**config.mk**
```make
export PLATFORM = sky130hd
export DESIGN_NAME = reg_file_sb_flat
export DESIGN_NICKNAME = d
export VERILOG_FILES = /design/src/rtl/reg_file_sb_if.sv /design/src/rtl/reg_file_sb.sv /design/src/flat_wrapper.sv
export SDC_FILE = /design/constraint.sdc
export NUM_CORES = 2
export LEC_CHECK = 0
export BUFFER_PORTS_ARGS = -buffer_cell sky130_fd_sc_hd__buf_2
export CAP_MARGIN = 20
export CORE_UTILIZATION = 30
export DETAILED_ROUTE_END_ITERATION = 8
export SYNTH_ARGS = -nofsm -noshare
export SYNTH_HDL_FRONTEND = slang
export SYNTH_SLANG_ARGS = --single-unit
```
**constraint.sdc**
```tcl
create_clock -name clk -period 2.3 [get_ports clk]
set_input_delay 0.345 -clock clk [delete_from_list [all_inputs] [get_ports clk]]
set_output_delay 0.345 -clock clk [all_outputs]
set_load 0.05 [all_outputs]
```
**src/rtl/reg_file_sb_if.sv**
```systemverilog
// reg_file_sb_if: write, load-tracking, PC and read bus of the scoreboarded register file
interface reg_file_sb_if #(
  parameter int DATA_W = 32,
  parameter int ADDR_W = 4
);
  localparam int NUM_REGS = 2 ** ADDR_W;
  logic                wa_en;
  logic [ADDR_W-1:0]   wa_addr;
  logic [DATA_W-1:0]   wa_data;
  logic                wb_en;
  logic [ADDR_W-1:0]   wb_addr;
  logic [DATA_W-1:0]   wb_data;
  logic                ld_issue;
  logic [ADDR_W-1:0]   ld_addr;
  logic                pc_inc;
  logic [ADDR_W-1:0]   ra_addr;
  logic [ADDR_W-1:0]   rb_addr;
  logic [ADDR_W-1:0]   rc_addr;
  logic [DATA_W-1:0]   ra_data;
  logic [DATA_W-1:0]   rb_data;
  logic [DATA_W-1:0]   rc_data;
  logic                hazard;
  logic [DATA_W-1:0]   pc;
  logic [NUM_REGS-1:0] pending;
  modport master (
    output wa_en, wa_addr, wa_data, wb_en, wb_addr, wb_data,
           ld_issue, ld_addr, pc_inc, ra_addr, rb_addr, rc_addr,
    input  ra_data, rb_data, rc_data, hazard, pc, pending
  );
  modport slave (
    input  wa_en, wa_addr, wa_data, wb_en, wb_addr, wb_data,
           ld_issue, ld_addr, pc_inc, ra_addr, rb_addr, rc_addr,
    output ra_data, rb_data, rc_data, hazard, pc, pending
  );
endinterface

```
**src/rtl/reg_file_sb.sv**
```systemverilog
// reg_file_sb: 3R/2W register file with auto-incrementing PC and pending-load scoreboard
// Optional same-cycle write forwarding and hazard masking when REGFILE_BYPASS_EN is defined.
module reg_file_sb #(
  parameter int               DATA_W   = 32,
  parameter int               ADDR_W   = 4,
  parameter int               PC_IDX   = 15,
  parameter int               PC_STEP  = 4,
  parameter logic [DATA_W-1:0] RESET_PC = '0
) (
  input logic          clk,
  input logic          rst_n,
  reg_file_sb_if.slave io_bus
);
  localparam int                  NUM_REGS = 2 ** ADDR_W;
  localparam logic [ADDR_W-1:0]   PC_A     = ADDR_W'(PC_IDX);
  localparam logic [DATA_W-1:0]   STEP     = DATA_W'(PC_STEP);
  localparam logic [NUM_REGS-1:0] ONE      = NUM_REGS'(1);
  logic [DATA_W-1:0]   r_regs [NUM_REGS];
  logic [DATA_W-1:0]   r_pc;
  logic [NUM_REGS-1:0] r_pend;
  logic [DATA_W-1:0]   w_pc_nxt;
  logic [NUM_REGS-1:0] w_set;
  logic [NUM_REGS-1:0] w_clr;
  logic                w_wa_pc;
  logic                w_wb_pc;
  logic [ADDR_W-1:0]   w_raddr [3];
  logic [DATA_W-1:0]   w_rdata [3];
  logic [2:0]          w_haz;
  assign w_wa_pc = io_bus.wa_en && io_bus.wa_addr == PC_A;
  assign w_wb_pc = io_bus.wb_en && io_bus.wb_addr == PC_A;
  assign w_pc_nxt = w_wb_pc ? io_bus.wb_data :
                    w_wa_pc ? io_bus.wa_data :
                    io_bus.pc_inc ? r_pc + STEP : r_pc;
  // issue is applied after the clear so a same-cycle new load keeps the bit set
  assign w_set = {NUM_REGS{io_bus.ld_issue}} & (ONE << io_bus.ld_addr);
  assign w_clr = {NUM_REGS{io_bus.wb_en}} & (ONE << io_bus.wb_addr);
  always_ff @(posedge clk or negedge rst_n)
    if (!rst_n) begin
      for (int k = 0; k < NUM_REGS; k++) r_regs[k] <= '0;
      r_pc   <= RESET_PC;
      r_pend <= '0;
    end else begin
      if (io_bus.wa_en) r_regs[io_bus.wa_addr] <= io_bus.wa_data;
      if (io_bus.wb_en) r_regs[io_bus.wb_addr] <= io_bus.wb_data;
      r_pc   <= w_pc_nxt;
      r_pend <= (r_pend & ~w_clr) | w_set;
    end
  assign w_raddr[0] = io_bus.ra_addr;
  assign w_raddr[1] = io_bus.rb_addr;
  assign w_raddr[2] = io_bus.rc_addr;
  always_comb
    for (int p = 0; p < 3; p++) begin
`ifdef REGFILE_BYPASS_EN
      w_rdata[p] = (io_bus.wb_en && io_bus.wb_addr == w_raddr[p]) ? io_bus.wb_data :
                   (io_bus.wa_en && io_bus.wa_addr == w_raddr[p]) ? io_bus.wa_data :
                   (w_raddr[p] == PC_A) ? r_pc : r_regs[w_raddr[p]];
      w_haz[p]   = r_pend[w_raddr[p]] && !(io_bus.wb_en && io_bus.wb_addr == w_raddr[p]);
`else
      w_rdata[p] = (w_raddr[p] == PC_A) ? r_pc : r_regs[w_raddr[p]];
      w_haz[p]   = r_pend[w_raddr[p]];
`endif
    end
  assign io_bus.ra_data = w_rdata[0];
  assign io_bus.rb_data = w_rdata[1];
  assign io_bus.rc_data = w_rdata[2];
  assign io_bus.hazard  = |w_haz;
  assign io_bus.pc      = r_pc;
  assign io_bus.pending = r_pend;
endmodule

```
**src/flat_wrapper.sv**
```systemverilog
// flat-port wrapper written by rule: the top's interface ports become plain ports
module reg_file_sb_flat 
#(
  parameter int               DATA_W   = 32,
  parameter int               ADDR_W   = 4,
  parameter int               PC_IDX   = 15,
  parameter int               PC_STEP  = 4,
  parameter logic [DATA_W-1:0] RESET_PC = '0
)
  (clk, rst_n, io_bus_wa_en, io_bus_wa_addr, io_bus_wa_data, io_bus_wb_en, io_bus_wb_addr, io_bus_wb_data, io_bus_ld_issue, io_bus_ld_addr, io_bus_pc_inc, io_bus_ra_addr, io_bus_rb_addr, io_bus_rc_addr, io_bus_ra_data, io_bus_rb_data, io_bus_rc_data, io_bus_hazard, io_bus_pc, io_bus_pending);
  reg_file_sb_if #(.DATA_W(DATA_W), .ADDR_W(ADDR_W)) io_bus_i ();
  input logic clk;
  input logic rst_n;
  input wire logic [$bits(io_bus_i.wa_en)-1:0] io_bus_wa_en;
  input wire logic [$bits(io_bus_i.wa_addr)-1:0] io_bus_wa_addr;
  input wire logic [$bits(io_bus_i.wa_data)-1:0] io_bus_wa_data;
  input wire logic [$bits(io_bus_i.wb_en)-1:0] io_bus_wb_en;
  input wire logic [$bits(io_bus_i.wb_addr)-1:0] io_bus_wb_addr;
  input wire logic [$bits(io_bus_i.wb_data)-1:0] io_bus_wb_data;
  input wire logic [$bits(io_bus_i.ld_issue)-1:0] io_bus_ld_issue;
  input wire logic [$bits(io_bus_i.ld_addr)-1:0] io_bus_ld_addr;
  input wire logic [$bits(io_bus_i.pc_inc)-1:0] io_bus_pc_inc;
  input wire logic [$bits(io_bus_i.ra_addr)-1:0] io_bus_ra_addr;
  input wire logic [$bits(io_bus_i.rb_addr)-1:0] io_bus_rb_addr;
  input wire logic [$bits(io_bus_i.rc_addr)-1:0] io_bus_rc_addr;
  output wire logic [$bits(io_bus_i.ra_data)-1:0] io_bus_ra_data;
  output wire logic [$bits(io_bus_i.rb_data)-1:0] io_bus_rb_data;
  output wire logic [$bits(io_bus_i.rc_data)-1:0] io_bus_rc_data;
  output wire logic [$bits(io_bus_i.hazard)-1:0] io_bus_hazard;
  output wire logic [$bits(io_bus_i.pc)-1:0] io_bus_pc;
  output wire logic [$bits(io_bus_i.pending)-1:0] io_bus_pending;
  assign io_bus_i.wa_en = io_bus_wa_en;
  assign io_bus_i.wa_addr = io_bus_wa_addr;
  assign io_bus_i.wa_data = io_bus_wa_data;
  assign io_bus_i.wb_en = io_bus_wb_en;
  assign io_bus_i.wb_addr = io_bus_wb_addr;
  assign io_bus_i.wb_data = io_bus_wb_data;
  assign io_bus_i.ld_issue = io_bus_ld_issue;
  assign io_bus_i.ld_addr = io_bus_ld_addr;
  assign io_bus_i.pc_inc = io_bus_pc_inc;
  assign io_bus_i.ra_addr = io_bus_ra_addr;
  assign io_bus_i.rb_addr = io_bus_rb_addr;
  assign io_bus_i.rc_addr = io_bus_rc_addr;
  assign io_bus_ra_data = io_bus_i.ra_data;
  assign io_bus_rb_data = io_bus_i.rb_data;
  assign io_bus_rc_data = io_bus_i.rc_data;
  assign io_bus_hazard = io_bus_i.hazard;
  assign io_bus_pc = io_bus_i.pc;
  assign io_bus_pending = io_bus_i.pending;
  reg_file_sb #(.DATA_W(DATA_W), .ADDR_W(ADDR_W), .PC_IDX(PC_IDX), .PC_STEP(PC_STEP), .RESET_PC(RESET_PC)) u_core (.clk(clk), .rst_n(rst_n), .io_bus(io_bus_i));
endmodule
```
# == Yosys cells after proc, flatten, opt, wreduce, memory -nomap -nowiden ==
# Cells that the tools add are included.
# word_totals
word_cells,81
output_inout_bits,145
ff_bits,560
# classes
addsub,1
n_bitwise,10
muxes,29
n_reduce_logical,6
eq_ne,5
n_lt_le_gt_ge,10
shifts,2
# ops
operator,count
$bwmux 512,2
$mux 512,2
$mux 32,14
$bmux 32 s4,3
$demux 32 s4,2
$and 16x16->16,3
$add 32x3->32 const B,1
$shl 1x4->16 const A,2
$ge 5x5->1 const B,5
$not 4->5,5
$eq 4x4->1 const B,5
$not 16->16,1
$or 16x16->16,1
$lt 4x5->1 const B,3
$bmux 1 s4,3
$lt 5x1->1 const B,2
$logic_and 1x1->1,4
$mux 1,3
$reduce_bool 3->1,1
$reduce_or 3->1,1

# == Logic depth before layout (Yosys ltp) ==
# logic_depth
word_depth,9
depth_mapped,8
ltp_nobuf,6

# == Least setup slack after synthesis ==
# Ideal clock, no wire load.
# synth_path
path_type,input port to output port
from,in io_bus_rb_addr[1]
to,out io_bus_hazard
cell_stages,7
slack_ns,-0.249
arrival_time_ns,2.204
required_time_ns,1.955
path_buffers,3
cell_sequence,buf_2 buf_2 buf_1 mux4_2 mux2_2 a21oi_1 nand4_1
# synth_via
elab_chain_len,3
# synth_rtl
element,line,source
"start, declared",flat_wrapper.sv:24,input wire logic [$bits(io_bus_i.rb_addr)-1:0] io_bus_rb_addr;
$bmux 1 s4,reg_file_sb.sv:60,w_haz[p] = r_pend[w_raddr[p]];
$mux 1 (not written as such),reg_file_sb.sv:60,
$reduce_or 3->1,reg_file_sb.sv:66,assign io_bus.hazard = |w_haz;
"end, declared",flat_wrapper.sv:29,output wire logic [$bits(io_bus_i.hazard)-1:0] io_bus_hazard;
# Every way passes these cells. The select of a mux whose other input is x is not followed.

# == Final worst setup path ==
# layout_path
from,reg u_core.r_regs[404] (netlist name)
to,out io_bus_rc_data[20]
# layout_via
elab_chain_len,4
# layout_rtl
element,line,source
"start, declared",reg_file_sb.sv:18,logic [DATA_W-1:0] r_regs [NUM_REGS];
"start signal, assigned by index",reg_file_sb.sv:43,if (io_bus.wa_en) r_regs[io_bus.wa_addr] <= io_bus.wa_data;
"start signal, assigned by index",reg_file_sb.sv:44,if (io_bus.wb_en) r_regs[io_bus.wb_addr] <= io_bus.wb_data;
$bmux 32 s4,reg_file_sb.sv:59,w_rdata[p] = (w_raddr[p] == PC_A) ? r_pc : r_regs[w_raddr[p]];
$mux 32 (not written as such) (2 in a row),reg_file_sb.sv:59,
$mux 32,reg_file_sb.sv:59,
"end, declared",flat_wrapper.sv:28,output wire logic [$bits(io_bus_i.rc_data)-1:0] io_bus_rc_data;
# Every way passes these cells. The select of a mux whose other input is x is not followed.

==> flow_summary_export.csv <==
group,metric,value,unit
status,status,"finished with violations",
status,violations,"setup timing",
global_route,antenna_found_initial,20,
final_layout,synthToLayoutAreaGrowth,22.6,%
drt,viasPerCell,5.98,
place,pre_cts_ws,-382,ps
power_and_ir_drop,clkPwrFrac,0.263,
logic_synthesis,synth_compound_area_frac,0.131,
critical_path,crit_slowest_cell,"mux4_2",
place,io_buffers,238,
drt,firstDrtPassIters,6,
logic_synthesis,syn_inst,3416,
drt,first_iter_violations,3909,
logic_synthesis,synth_nets,3511,
logic_synthesis,synth.distinct_cells,64,
die,core,124000,sq um
critical_path,crit_path_end_kind,"output pin",
logic_synthesis,synth-edff-count,0,
place,dp.final_hpwl,106000,um
die,die_y,357,um
cts,cts_tree,"done",
critical_path,slowest_delay,550,ps
global_route,grt_pass1_wl,229000,um
global_route,grt.overflow.total,0,
power_and_ir_drop,p_sw,15.2,mW
critical_path,crit_path_cell_trace,"mux4_2 -> mux4_2 -> o21a_4 -> buf_8",
critical_path,crit_arrival,2450,ps
timing,relSlewSlack,0.228,
power_and_ir_drop,power_density,889,nW/um^2
power_and_ir_drop,peakVddDrop,0.725,mV
cts,cts_root_buf,"clkbuf_16",
power_and_ir_drop,p_comb_frac,0.388,
timing,min_period_over_period,1.22,
logic_synthesis,ys_ff_latch,528,
drt,post_drt_wl_per_cell,30.1,um
logic_synthesis,synthTopCellsByArea,"dfrtp_1 (35%), mux4_2 (24%), mux2i_1 (13%)",
place,dpl_cell_area,43000,sq um
cts,h-tree-depth,2,
drt,ant_nets,0,
cts,clock-sinks,528,
timing,fin_crit,2800,ps
die,rows,129,
logic_synthesis,yosys_warnings,0,
critical_path,worst-path-buf-inv,1,
final_layout,final_cell_mix,"dfrtp_1 (526), mux2i_1 (481), mux4_2 (396)",
timing,fmax,357,MHz
logic_synthesis,avgSynthCellArea,11.1,sq um
timing,rsz0062_at_grt,"yes",
logic_synthesis,synth_xor_area_frac,0.000463,
logic_synthesis,yosys.area_share.simple,0.0754,
final_layout,num-nets-final,3722,
critical_path,cp_max_fo,4,
power_and_ir_drop,p_sw_frac,0.368,
logic_synthesis,synth_top_area_share,0.349,
timing,hold_viol_final,0,
power_and_ir_drop,p_leak,18.8,nW
timing,worst_slack,-499,ps
cts,worstSkewPairLatency,690,ps
logic_synthesis,ys_async_sr_fraction,1.00,
cts,path_clk_slew,60,ps
global_route,grt_pass1_vias,31164,
global_route,grtUsageTotal,0.247,
die,io_pins,239,
die,start_util,0.304,
timing,fin_skew,25.1,ps
logic_synthesis,synthAdderAreaFrac,0.000331,
timing,tightest_slew,1150,ps
logic_synthesis,synth_top_family_by_area,"multiplexers",
final_layout,design_area,46400,sq um
logic_synthesis,synthMuxAreaShare,0.392,
logic_synthesis,synth_area,37800,sq um
drt,drc,0,
cts,clockBufferDepth,3,
power_and_ir_drop,seqPwrFrac,0.349,
flow_run,drv_cap,0,
final_layout,final_common_cell,"dfrtp_1",
cts,cts_buffers,61,
die,die_area,127000,sq um
critical_path,start_kind,"register",
critical_path,critPathKind,"reg2out",
power_and_ir_drop,p_int,26.0,mW
drt,drt-total-wl,160000,um
final_layout,drive_gt1_frac,0.353,
logic_synthesis,seq_area_frac_synth,0.349,
logic_synthesis,synth_ff_type,"dfrtp_1",
place,place_congestion,0.906,
place,placed_cells,5176,
critical_path,crit_top_cell,"mux4_2",
critical_path,path_delay_family,"multiplexers",
final_layout,final_cells,5322,
timing,slew_violations,0,
die,die_w,357,um
hold_path,hp-class,"in2reg",
drt,vias,31852,
global_route,grt_max_degree,102,
timing,finalSetupViolCount,97,
logic_synthesis,synth_area_leader_cell,"dfrtp_1",
critical_path,critPathRequiredTime,1960,ps
[routing by layer]
layer	vias to the layer above	part of all wire	global-route usage
met3	372	0.11	0.0737
met1	16233	0.40	0.328
met4	20	0.043	0.0933
li1	13326	-	-
met5	-	0.00073	0
met2	1901	0.45	0.378
[stage by stage]
step                      power [mW]  utilization  hold slack, ps  TNS (ps)
after floorplan                 24.2            -            49.4      -322
after global placement          28.5        0.346             264    -31050
after detailed placement        28.9        0.346             258    -31130
after CTS                       40.8        0.371            23.3    -43580
after global routing            42.7        0.373            51.6    -45130
final                           41.2        0.373            56.3    -41490
[sequential cells by signal, summed over array words and instances, names as in the netlist]
register,flops
u_core.io_bus.pending,16
u_core.r_regs,480
u_core.io_bus.pc,32
[cells in the mapped netlist (all sizes together) (2+ instances only)]
| cell type | n |
|---|---|
| o22a | 102 |
| buf | 182 |
| mux2 | 97 |
| o21ai | 216 |
| a31oi | 16 |
| o221a | 3 |
| nor3 | 11 |
| inv | 13 |
| nor2b | 6 |
| a21oi | 314 |
| or3 | 5 |
| a31o | 5 |
| and4 | 5 |
| mux2i | 481 |
| nor2 | 319 |
| nand2 | 243 |
| a22oi | 10 |
| a22o | 8 |
| nand4 | 11 |
| nand2b | 7 |
| nand3 | 26 |
| or2 | 2 |
| o31ai | 3 |
| and2 | 10 |
| clkbuf | 230 |
| a32oi | 2 |
| nor3b | 2 |
| nand3b | 3 |
| mux4 | 396 |
| a211oi | 2 |
| and3 | 21 |
| a2bb2oi | 9 |
| dfrtp | 528 |
| o21a | 103 |
| o32ai | 3 |
| o22ai | 4 |
| o32a | 2 |
| nor4 | 5 |
[power by group through the flow]
stage / Combinational [mW] / Clock, mW / Sequential, mW
after detailed placement: 14.6 / 0 / 14.3
after global placement: 14.3 / 0 / 14.2
after CTS: 15.7 / 10.9 / 14.2
after global routing: 16.8 / 11.2 / 14.6
after floorplan: 10.2 / 0 / 14.0
final: 16.0 / 10.8 / 14.4
[final timing paths]
path                                                      end                               start  slack, ps  depth (start not counted)
hold reg to reg            u_core.io_bus.pending[3]$_DFF_PN0_  u_core.io_bus.pending[3]$_DFF_PN0_        520                          2
min in group asynchronous        u_core.r_regs[450]$_DFF_PN0_                               rst_n        160                          2
hold / removal                   u_core.r_regs[460]$_DFF_PN0_                  io_bus_wb_data[12]         60                          3
max in group asynchronous         u_core.r_regs[43]$_DFF_PN0_                               rst_n       1240                          3
setup / recovery                           io_bus_rc_data[20]        u_core.r_regs[404]$_DFF_PN0_       -500                          4
setup reg to reg             u_core.io_bus.pc[25]$_DFFE_PN0P_    u_core.io_bus.pc[13]$_DFFE_PN0P_        170                          5
[kinds of logic after synthesis]
family	count (synthesis)
buf+inv	425
compound gates	810
xor+xnor	2
flops	528
simple gates	676
fa+ha+maj	1
mux	974
[worst reg2reg max path, delay by kind of cell (launching register included)]
kind / cells / cell delay, ps
simple gates: 3 / 1050
flops: 1 / 610
compound gates: 2 / 360
[timing repair]
action                     4_1_cts  5_1_grt
setup buffers                   11       10
hold buffers                     4        0
hold endpoints to repair       205        0
pin swaps                        9       22
setup endpoints to repair       97       99
gates resized for setup        237       34
[area by class of cell]
cell class / instances / area, sq um
inverters: 13 / 48.8
repair buffers: 560 / 5670
diodes: 7 / 17.5
clock buffers: 79 / 1720
fillers: 12117 / 77900
well taps: 1637 / 2050
flip-flops and latches: 528 / 13200
clock inverters: 35 / 473
multi-input cells: 2463 / 23200
(Power assumes the default switching activity.)
